## src/rtl/uart_pkg.sv

```systemverilog
// Shared definitions for the UART transmitter/receiver pair: frame state
// encoding, data width, parity mode and the parity helper used by both sides.
package uart_pkg;

  localparam int DATA_BITS = 8;

  // Width of the per-bit clock counter; covers CLKS_PER_BIT up to 65535.
  localparam int CNT_W = 16;

  typedef enum logic [2:0] {
    ST_IDLE,
    ST_START,
    ST_DATA,
    ST_PARITY,
    ST_STOP
  } uart_state_t;

  typedef enum logic {
    PAR_EVEN = 1'b0,
    PAR_ODD  = 1'b1
  } parity_mode_t;

  localparam parity_mode_t PARITY_MODE = PAR_EVEN;

  // Parity bit for a data byte: XOR of the bits, inverted for odd mode.
  function automatic logic parity_bit(input logic [DATA_BITS-1:0] data);
    return (^data) ^ (PARITY_MODE == PAR_ODD);
  endfunction

endpackage

```

## src/rtl/uart_rx.sv

```systemverilog
// UART receiver: synchronises the asynchronous line, validates the start bit
// at half a bit time, then samples every bit at its centre. Only frames with
// a good stop bit update rx_data/rx_parity_ok; a bad stop bit makes the
// receiver wait for the line to go high again before hunting for a start.
module uart_rx
  import uart_pkg::*;
#(
  parameter int CLKS_PER_BIT = 1
) (
  input  logic                 i_clk,
  input  logic                 i_rst_n,
  input  logic                 rx_serial,
  output logic [DATA_BITS-1:0] rx_data,
  output logic                 rx_parity_ok,
  output logic                 rx_done
);

  localparam logic [CNT_W-1:0] BIT_LAST = CNT_W'(CLKS_PER_BIT - 1);
  localparam logic [CNT_W-1:0] HALF_BIT = CNT_W'(CLKS_PER_BIT / 2);
  localparam logic [2:0]       LAST_IDX = 3'(DATA_BITS - 1);

  logic                 rx_sync_p0;
  logic                 rx_sync_p1;
  logic                 rx_bit;
  uart_state_t          state;
  logic [CNT_W-1:0]     clk_cnt;
  logic [2:0]           bit_idx;
  logic [DATA_BITS-1:0] rx_shift;
  logic                 rx_par;
  logic                 wait_high;
  logic                 bit_end;

  // Two-flop synchroniser; resets to the idle (high) line level.
  always_ff @(posedge i_clk or negedge i_rst_n) begin
    if (!i_rst_n) begin
      rx_sync_p0 <= 1'b1;
      rx_sync_p1 <= 1'b1;
    end else begin
      rx_sync_p0 <= rx_serial;
      rx_sync_p1 <= rx_sync_p0;
    end
  end

  assign rx_bit  = rx_sync_p1;
  assign bit_end = (clk_cnt == BIT_LAST);

  // Sampled data and parity; shifted in LSB first at each bit centre.
  always_ff @(posedge i_clk) begin
    if (state == ST_DATA && bit_end) begin
      rx_shift <= {rx_bit, rx_shift[DATA_BITS-1:1]};
    end
    if (state == ST_PARITY && bit_end) begin
      rx_par <= rx_bit;
    end
  end

  // Frame sequencer with start-bit glitch rejection and stop-bit framing check.
  always_ff @(posedge i_clk or negedge i_rst_n) begin
    if (!i_rst_n) begin
      state        <= ST_IDLE;
      clk_cnt      <= '0;
      bit_idx      <= '0;
      wait_high    <= 1'b0;
      rx_data      <= '0;
      rx_parity_ok <= 1'b0;
      rx_done      <= 1'b0;
    end else begin
      rx_done <= 1'b0;
      case (state)
        ST_IDLE: begin
          clk_cnt <= '0;
          bit_idx <= '0;
          if (wait_high) begin
            if (rx_bit) begin
              wait_high <= 1'b0;
            end
          end else if (!rx_bit) begin
            // With one cycle per bit the detecting sample is already mid-bit.
            if (HALF_BIT == '0) begin
              state <= ST_DATA;
            end else begin
              state   <= ST_START;
              clk_cnt <= CNT_W'(1);
            end
          end
        end
        ST_START: begin
          if (clk_cnt == HALF_BIT) begin
            clk_cnt <= '0;
            state   <= rx_bit ? ST_IDLE : ST_DATA;
          end else begin
            clk_cnt <= clk_cnt + 1'b1;
          end
        end
        ST_DATA: begin
          if (bit_end) begin
            clk_cnt <= '0;
            if (bit_idx == LAST_IDX) begin
              state <= ST_PARITY;
            end else begin
              bit_idx <= bit_idx + 3'd1;
            end
          end else begin
            clk_cnt <= clk_cnt + 1'b1;
          end
        end
        ST_PARITY: begin
          if (bit_end) begin
            clk_cnt <= '0;
            state   <= ST_STOP;
          end else begin
            clk_cnt <= clk_cnt + 1'b1;
          end
        end
        ST_STOP: begin
          if (bit_end) begin
            clk_cnt <= '0;
            state   <= ST_IDLE;
            if (rx_bit) begin
              rx_data      <= rx_shift;
              rx_parity_ok <= (rx_par == parity_bit(rx_shift));
              rx_done      <= 1'b1;
            end else begin
              wait_high <= 1'b1;
            end
          end else begin
            clk_cnt <= clk_cnt + 1'b1;
          end
        end
        default: begin
          state   <= ST_IDLE;
          clk_cnt <= '0;
        end
      endcase
    end
  end

endmodule

```

## src/rtl/uart_tx.sv

```systemverilog
// UART transmitter: start bit, 8 data bits LSB first, parity, stop bit.
// Each bit is held for CLKS_PER_BIT cycles; tx_start is level-sensitive and
// a held request chains frames with one idle cycle between them.
module uart_tx
  import uart_pkg::*;
#(
  parameter int CLKS_PER_BIT = 1
) (
  input  logic                 i_clk,
  input  logic                 i_rst_n,
  input  logic [DATA_BITS-1:0] tx_data,
  input  logic                 tx_start,
  output logic                 tx_serial,
  output logic                 tx_done
);

  localparam logic [CNT_W-1:0] BIT_LAST = CNT_W'(CLKS_PER_BIT - 1);
  localparam logic [2:0]       LAST_IDX = 3'(DATA_BITS - 1);

  uart_state_t          state;
  logic [CNT_W-1:0]     clk_cnt;
  logic [2:0]           bit_idx;
  logic [DATA_BITS-1:0] tx_byte;
  logic                 bit_end;

  assign bit_end = (clk_cnt == BIT_LAST);

  // Capture the byte when a frame is accepted so later tx_data changes cannot leak in.
  always_ff @(posedge i_clk) begin
    if (state == ST_IDLE && tx_start) begin
      tx_byte <= tx_data;
    end
  end

  // Frame sequencer; tx_serial is registered so each bit starts exactly on an edge.
  always_ff @(posedge i_clk or negedge i_rst_n) begin
    if (!i_rst_n) begin
      state     <= ST_IDLE;
      clk_cnt   <= '0;
      bit_idx   <= '0;
      tx_serial <= 1'b1;
      tx_done   <= 1'b0;
    end else begin
      tx_done <= 1'b0;
      case (state)
        ST_IDLE: begin
          clk_cnt   <= '0;
          bit_idx   <= '0;
          tx_serial <= 1'b1;
          if (tx_start) begin
            state     <= ST_START;
            tx_serial <= 1'b0;
          end
        end
        ST_START: begin
          if (bit_end) begin
            clk_cnt   <= '0;
            state     <= ST_DATA;
            tx_serial <= tx_byte[0];
          end else begin
            clk_cnt <= clk_cnt + 1'b1;
          end
        end
        ST_DATA: begin
          if (bit_end) begin
            clk_cnt <= '0;
            if (bit_idx == LAST_IDX) begin
              state     <= ST_PARITY;
              tx_serial <= parity_bit(tx_byte);
            end else begin
              bit_idx   <= bit_idx + 3'd1;
              tx_serial <= tx_byte[bit_idx + 3'd1];
            end
          end else begin
            clk_cnt <= clk_cnt + 1'b1;
          end
        end
        ST_PARITY: begin
          if (bit_end) begin
            clk_cnt   <= '0;
            state     <= ST_STOP;
            tx_serial <= 1'b1;
          end else begin
            clk_cnt <= clk_cnt + 1'b1;
          end
        end
        ST_STOP: begin
          if (bit_end) begin
            clk_cnt <= '0;
            state   <= ST_IDLE;
            tx_done <= 1'b1;
          end else begin
            clk_cnt <= clk_cnt + 1'b1;
          end
        end
        default: begin
          state     <= ST_IDLE;
          clk_cnt   <= '0;
          tx_serial <= 1'b1;
        end
      endcase
    end
  end

endmodule

```

## src/rtl/uart_tx_rx.sv

```systemverilog
// UART transmitter and receiver sharing a clock and reset but otherwise
// independent; connecting tx_serial to rx_serial gives a loopback.
module uart_tx_rx
  import uart_pkg::*;
#(
  parameter int CLKS_PER_BIT = 1
) (
  input  logic                 i_clk,
  input  logic                 i_rst_n,
  input  logic [DATA_BITS-1:0] tx_data,
  input  logic                 tx_start,
  output logic                 tx_serial,
  output logic                 tx_done,
  input  logic                 rx_serial,
  output logic [DATA_BITS-1:0] rx_data,
  output logic                 rx_parity_ok,
  output logic                 rx_done
);

  uart_tx #(
    .CLKS_PER_BIT(CLKS_PER_BIT)
  ) u_tx (
    .i_clk    (i_clk),
    .i_rst_n  (i_rst_n),
    .tx_data  (tx_data),
    .tx_start (tx_start),
    .tx_serial(tx_serial),
    .tx_done  (tx_done)
  );

  uart_rx #(
    .CLKS_PER_BIT(CLKS_PER_BIT)
  ) u_rx (
    .i_clk       (i_clk),
    .i_rst_n     (i_rst_n),
    .rx_serial   (rx_serial),
    .rx_data     (rx_data),
    .rx_parity_ok(rx_parity_ok),
    .rx_done     (rx_done)
  );

endmodule

```

## config.mk

```make
export PLATFORM = sky130hd
export DESIGN_NAME = uart_tx_rx
export DESIGN_NICKNAME = d
export VERILOG_FILES = /design/src/rtl/uart_pkg.sv /design/src/rtl/uart_rx.sv /design/src/rtl/uart_tx.sv /design/src/rtl/uart_tx_rx.sv
export SDC_FILE = /design/constraint.sdc
export NUM_CORES = 1
export LEC_CHECK = 0
export CAP_MARGIN = 15
export CORE_MARGIN = 4
export CORE_UTILIZATION = 30
export DETAILED_ROUTE_END_ITERATION = 8
export GPL_TIMING_DRIVEN = 0
export PLACE_DENSITY = 0.45
export SLEW_MARGIN = 20
export SYNTH_ARGS = -nofsm -noshare
export SYNTH_HDL_FRONTEND = slang
export SYNTH_SLANG_ARGS = --single-unit
```

## constraint.sdc

```tcl
create_clock -name i_clk -period 3.1 [get_ports i_clk]
set_clock_uncertainty 0.1 [all_clocks]
set_input_delay 0.62 -clock i_clk [delete_from_list [all_inputs] [get_ports i_clk]]
set_output_delay 0.62 -clock i_clk [all_outputs]
set_load 0.05 [all_outputs]
```

==> results.txt <==
The run finished with clean final reports. The worst pin sits at a relative slew slack of 54.78%. The count of endpoints failing hold in the final timing report was 0; the via count was 2363. The area share of the leading cell type in the synthesized netlist was 38.38%. The overall global routing resource usage is 10.27%. The die is 118.3 µm wide. For the total nets after synthesis, the log shows 347.

Setup violations remaining at the end of the flow were counted as 0. Number of enable flip-flop cells after synthesis: 17. The combinational family with the most area after synthesis is simple AND/OR/NAND/NOR gates. Setup slack on the worst reg-to-reg path comes out at 880 ps. Cell count after synthesis: 327. CTS built an H-tree with a depth of 3. For the maximum frequency from static timing analysis, the log shows 0.4228 GHz. Across the run, the number of max-cap violations was 0. The slowest stage of the critical path is the sky130_fd_sc_hd__clkdlybuf4s50_1 cell.

The internal power contribution was 0.002366 W. Category of the most critical setup path: reg2out. The number of pins with negative max-slew slack in the final report was 0. Dividing the detail-routed via count by the number of cells gives 4.588.

In this run the standard cell core region covers 11960 µm². Ranked by total cell area, the synthesized netlist is headed by sky130_fd_sc_hd__dfrtp_1 (38%), sky130_fd_sc_hd__edfxtp_1 (14%), sky130_fd_sc_hd__xnor2_1 (5.3%). STA classifies the critical path startpoint as a flip-flop. The run gives 0 as the number of antenna violations at the first check in global routing. The startpoint identified for the worst register-to-register timing path is u_rx.clk_cnt[0]$_DFF_PN0_. Walking the worst path, the cells encountered are clkdlybuf4s50_1. Combinational logic is responsible for 30.4% of the overall power.

The worst path needs 2365 ps of the cycle, external delays included. The number of remaining DRC errors is 0, and the ratio of total power to cell area is 798.5 nW/µm². TritonCTS created 9 clock buffers. For this run, the detailed router's first-pass iteration total came to 4.

Leakage power: 1.789 nW. The sequential cell fraction of total power is 39.8%. After synthesis the netlist holds a flip-flop and latch count of 76. In this run switching power makes up 32.50% of total power.

For this run the aggregate overflow at the end of global routing stands at 0. Data on the critical path is required at its endpoint by 2380 ps. Synthesis instantiated 46 different standard cells from the library. The number of buffers inserted by port buffering is 23, and the final standard cell utilization of the core is 36.69%. The number of warning messages in the yosys log is 0, and the part of the total power dissipated in the clock network is 29.8%.

The cell taking the most area after synthesis is sky130_fd_sc_hd__dfrtp_1. The via count of the first global-routing pass came out at 2399. The final layout contains 383 nets.

The worst setup path is captured at a primary output. The starting density of the core came out at 30.52%. After synthesis the cells add up to 3651 µm². The number of filler instances in the final layout was 1192; the overall die height was 118.3 µm.

Detailed placement finished with a half-perimeter wire length of 4.682 mm. The slew at the pin with the worst max-slew slack is 675.8 ps. For the total of cells resized after clock tree synthesis, the log shows 0. The count of buffer and inverter cells on the critical path works out to 1. In this run the count of I/O pins placed on the die edge is 24. The tools report the maximum clock insertion buffer count as 2. The repair_antennas step left the layout with diodes totalling 0. The multiplexer share of the synthesized area was 5.312%; the clock transition at the register clock pins on the worst setup and hold paths after CTS was 60 ps. The portion of the post-synthesis area used by sequential elements came out at 54.52%.

Pin count of the biggest net entering global routing: 33. The clock tree root buffer cell was sky130_fd_sc_hd__clkbuf_16. The tools report the worst supply voltage drop on vdd as 0.3764 mV.

The die covers 14000 µm². Mean routed wirelength per cell: 12.86 µm. Area share of fa/ha/maj cells after synthesis: 2.742%.

The first routing iteration left 100 violations. Post-CTS timing repair inserted 0 buffers for setup. Across all hold checks on the routed design, the worst slack comes to 113.1 ps. The tools report the reported net switching power as 0.001139 W. At the end of routability-driven placement, the weighted congestion stood at 0.7180.

Of the total synthesized cell area, the portion taken by XOR and XNOR cells is 10.32%. The number of clock sinks was 76. After synthesis, the share of flip-flops with an asynchronous set or reset is 77.63%. Among cell families on the critical path, the largest total delay comes from buffers and inverters. Adding up every negative setup slack in the final design gives 0 ps. On the worst path, the slowest cell contributes a delay of 790 ps. The clock latency reported for the late side of the worst-skew pair is 330 ps.

The class of the most critical hold timing path is in2async. The number of cells on the worst reg-to-reg path is 6. In the synthesized netlist the dominant register cell turns out to be sky130_fd_sc_hd__dfrtp_1. The most used standard cell by instance count after synthesis was sky130_fd_sc_hd__dfrtp_1. The routed design has 6.625 mm of wire. Data arrives at the worst endpoint at 1650 ps. The floorplan has 40 rows.

The commonest cells after synthesis are sky130_fd_sc_hd__dfrtp_1 (56), sky130_fd_sc_hd__nor2_1 (51), sky130_fd_sc_hd__xnor2_1 (22). Setup repair after global routing left no endpoint under its margin. The number of nets with antenna violations after detailed routing was 0. TritonCTS built the clock tree. The synthesized netlist devotes 4.866% of its cell area to compound gates.

The flip-flop and latch area is 1991 µm², and the first-pass GRT wire length is 11.59 mm. The mean area per synthesized cell was 11.17 µm²; the simple-gate portion of the synthesized area was 19.64%. Summing all multi-input logic gate instances after layout gives 1572 µm². The endpoint identified for the worst register-to-register timing path is u_rx.rx_shift[2]$_DFFE_PP_. The layout-stage area growth over the synthesis result came out at 20.22%.

Dividing the final minimum period by the clock period gives 76.29%. Of the cells placed in the final design, the portion with a size suffix greater than 1 is 11.96%. The maximum fanout encountered on the critical timing path is 2. Quantity of hold-fixing buffers added after cts: 0.
## power by group through the flow
stage	Sequential [W]	Clock [W]	Combinational (W)
final	0.00140	0.00104	0.00106
after global routing	0.00143	0.00113	0.00116
after CTS	0.00140	0.00108	0.00108
after detailed placement	0.00142	0	0.00108
after global placement	0.00142	0	0.00106
after floorplan	0.00157	0	0.000635
## layout by cell type (no fill, tap or decap), drive strengths merged, types with 13 or more instances in the layout
cell type	synthesis	layout
dfrtp	56	56
nor2	51	51
xnor2	22	22
clkdlybuf4s50	0	22
xor2	21	21
nand3	20	20
nand2	19	19
edfxtp	17	17
clkbuf	5	16
inv	13	13
## routing by layer
metal	part of all wire, %	up-vias	routed length [µm]	track usage (%)
met1	48	1125	3204	13.04
met2	47	20	3100	15.97
li1	-	1213	-	-
met4	1.3	0	86	3.297
met5	0	-	0	0
met3	3.5	5	233	4.115
## registers in the layout, summed over array words and instances (netlist names), 3 cells and up
register / count
u_rx.rx_shift: 8
u_tx.bit_idx: 3
u_rx.clk_cnt: 16
u_rx.state: 3
u_tx.tx_byte: 8
u_tx.clk_cnt: 16
u_tx.state: 3
u_rx.bit_idx: 3
u_rx.rx_data: 8
## kinds of logic after synthesis
| logic type | count (synthesis) |
|---|---|
| compound gates | 27 |
| xor+xnor | 43 |
| fa+ha+maj | 8 |
| buf+inv | 21 |
| flops | 76 |
| mux | 15 |
| simple gates | 137 |
## cell type report
| class | instances | area share [%] |
|---|---|---|
| Sequential cell | 76 | 45.35 |
| Multi-Input combinational cell | 230 | 35.80 |
| Timing Repair Buffer | 25 | 5.758 |
| Clock buffer | 11 | 5.302 |
| Tap cell | 147 | 4.190 |
| Clock inverter | 5 | 1.425 |
| Inverter | 13 | 1.112 |
| Buffer | 8 | 1.055 |
## per-stage QoR
stage,setup slack (ps),instance area (µm²),cells,total power [W]
2_1_floorplan,1019,3651,327,0.002203
3_3_place_gp,-763.7,4065,497,0.002484
3_5_place_dp,847.5,4094,499,0.002498
4_1_cts,710.3,4389,515,0.003565
5_1_grt,667.0,4389,515,0.003710
6_report,734.9,4389,515,0.003505
## worst max path at each step
stage | slack [ps] | startpoint | depth (start not counted) | end
2_1_floorplan | 1020 | u_tx.state[1]$_DFFE_PN0P_ | 2 | u_tx.tx_byte[0]$_DFFE_PP_
3_3_place_gp | -760 | i_rst_n | 1 | u_rx.rx_data[7]$_DFFE_PN0P_
3_5_place_dp | 850 | u_rx.clk_cnt[0]$_DFF_PN0_ | 6 | u_rx.rx_shift[7]$_DFFE_PP_
4_1_cts | 710 | u_tx.tx_serial$_DFFE_PN1P_ | 1 | tx_serial
5_1_grt | 670 | u_rx.clk_cnt[0]$_DFF_PN0_ | 6 | u_rx.rx_shift[6]$_DFFE_PP_
6_report | 730 | u_tx.tx_serial$_DFFE_PN1P_ | 1 | tx_serial
Power figures use the tool's default switching activity.
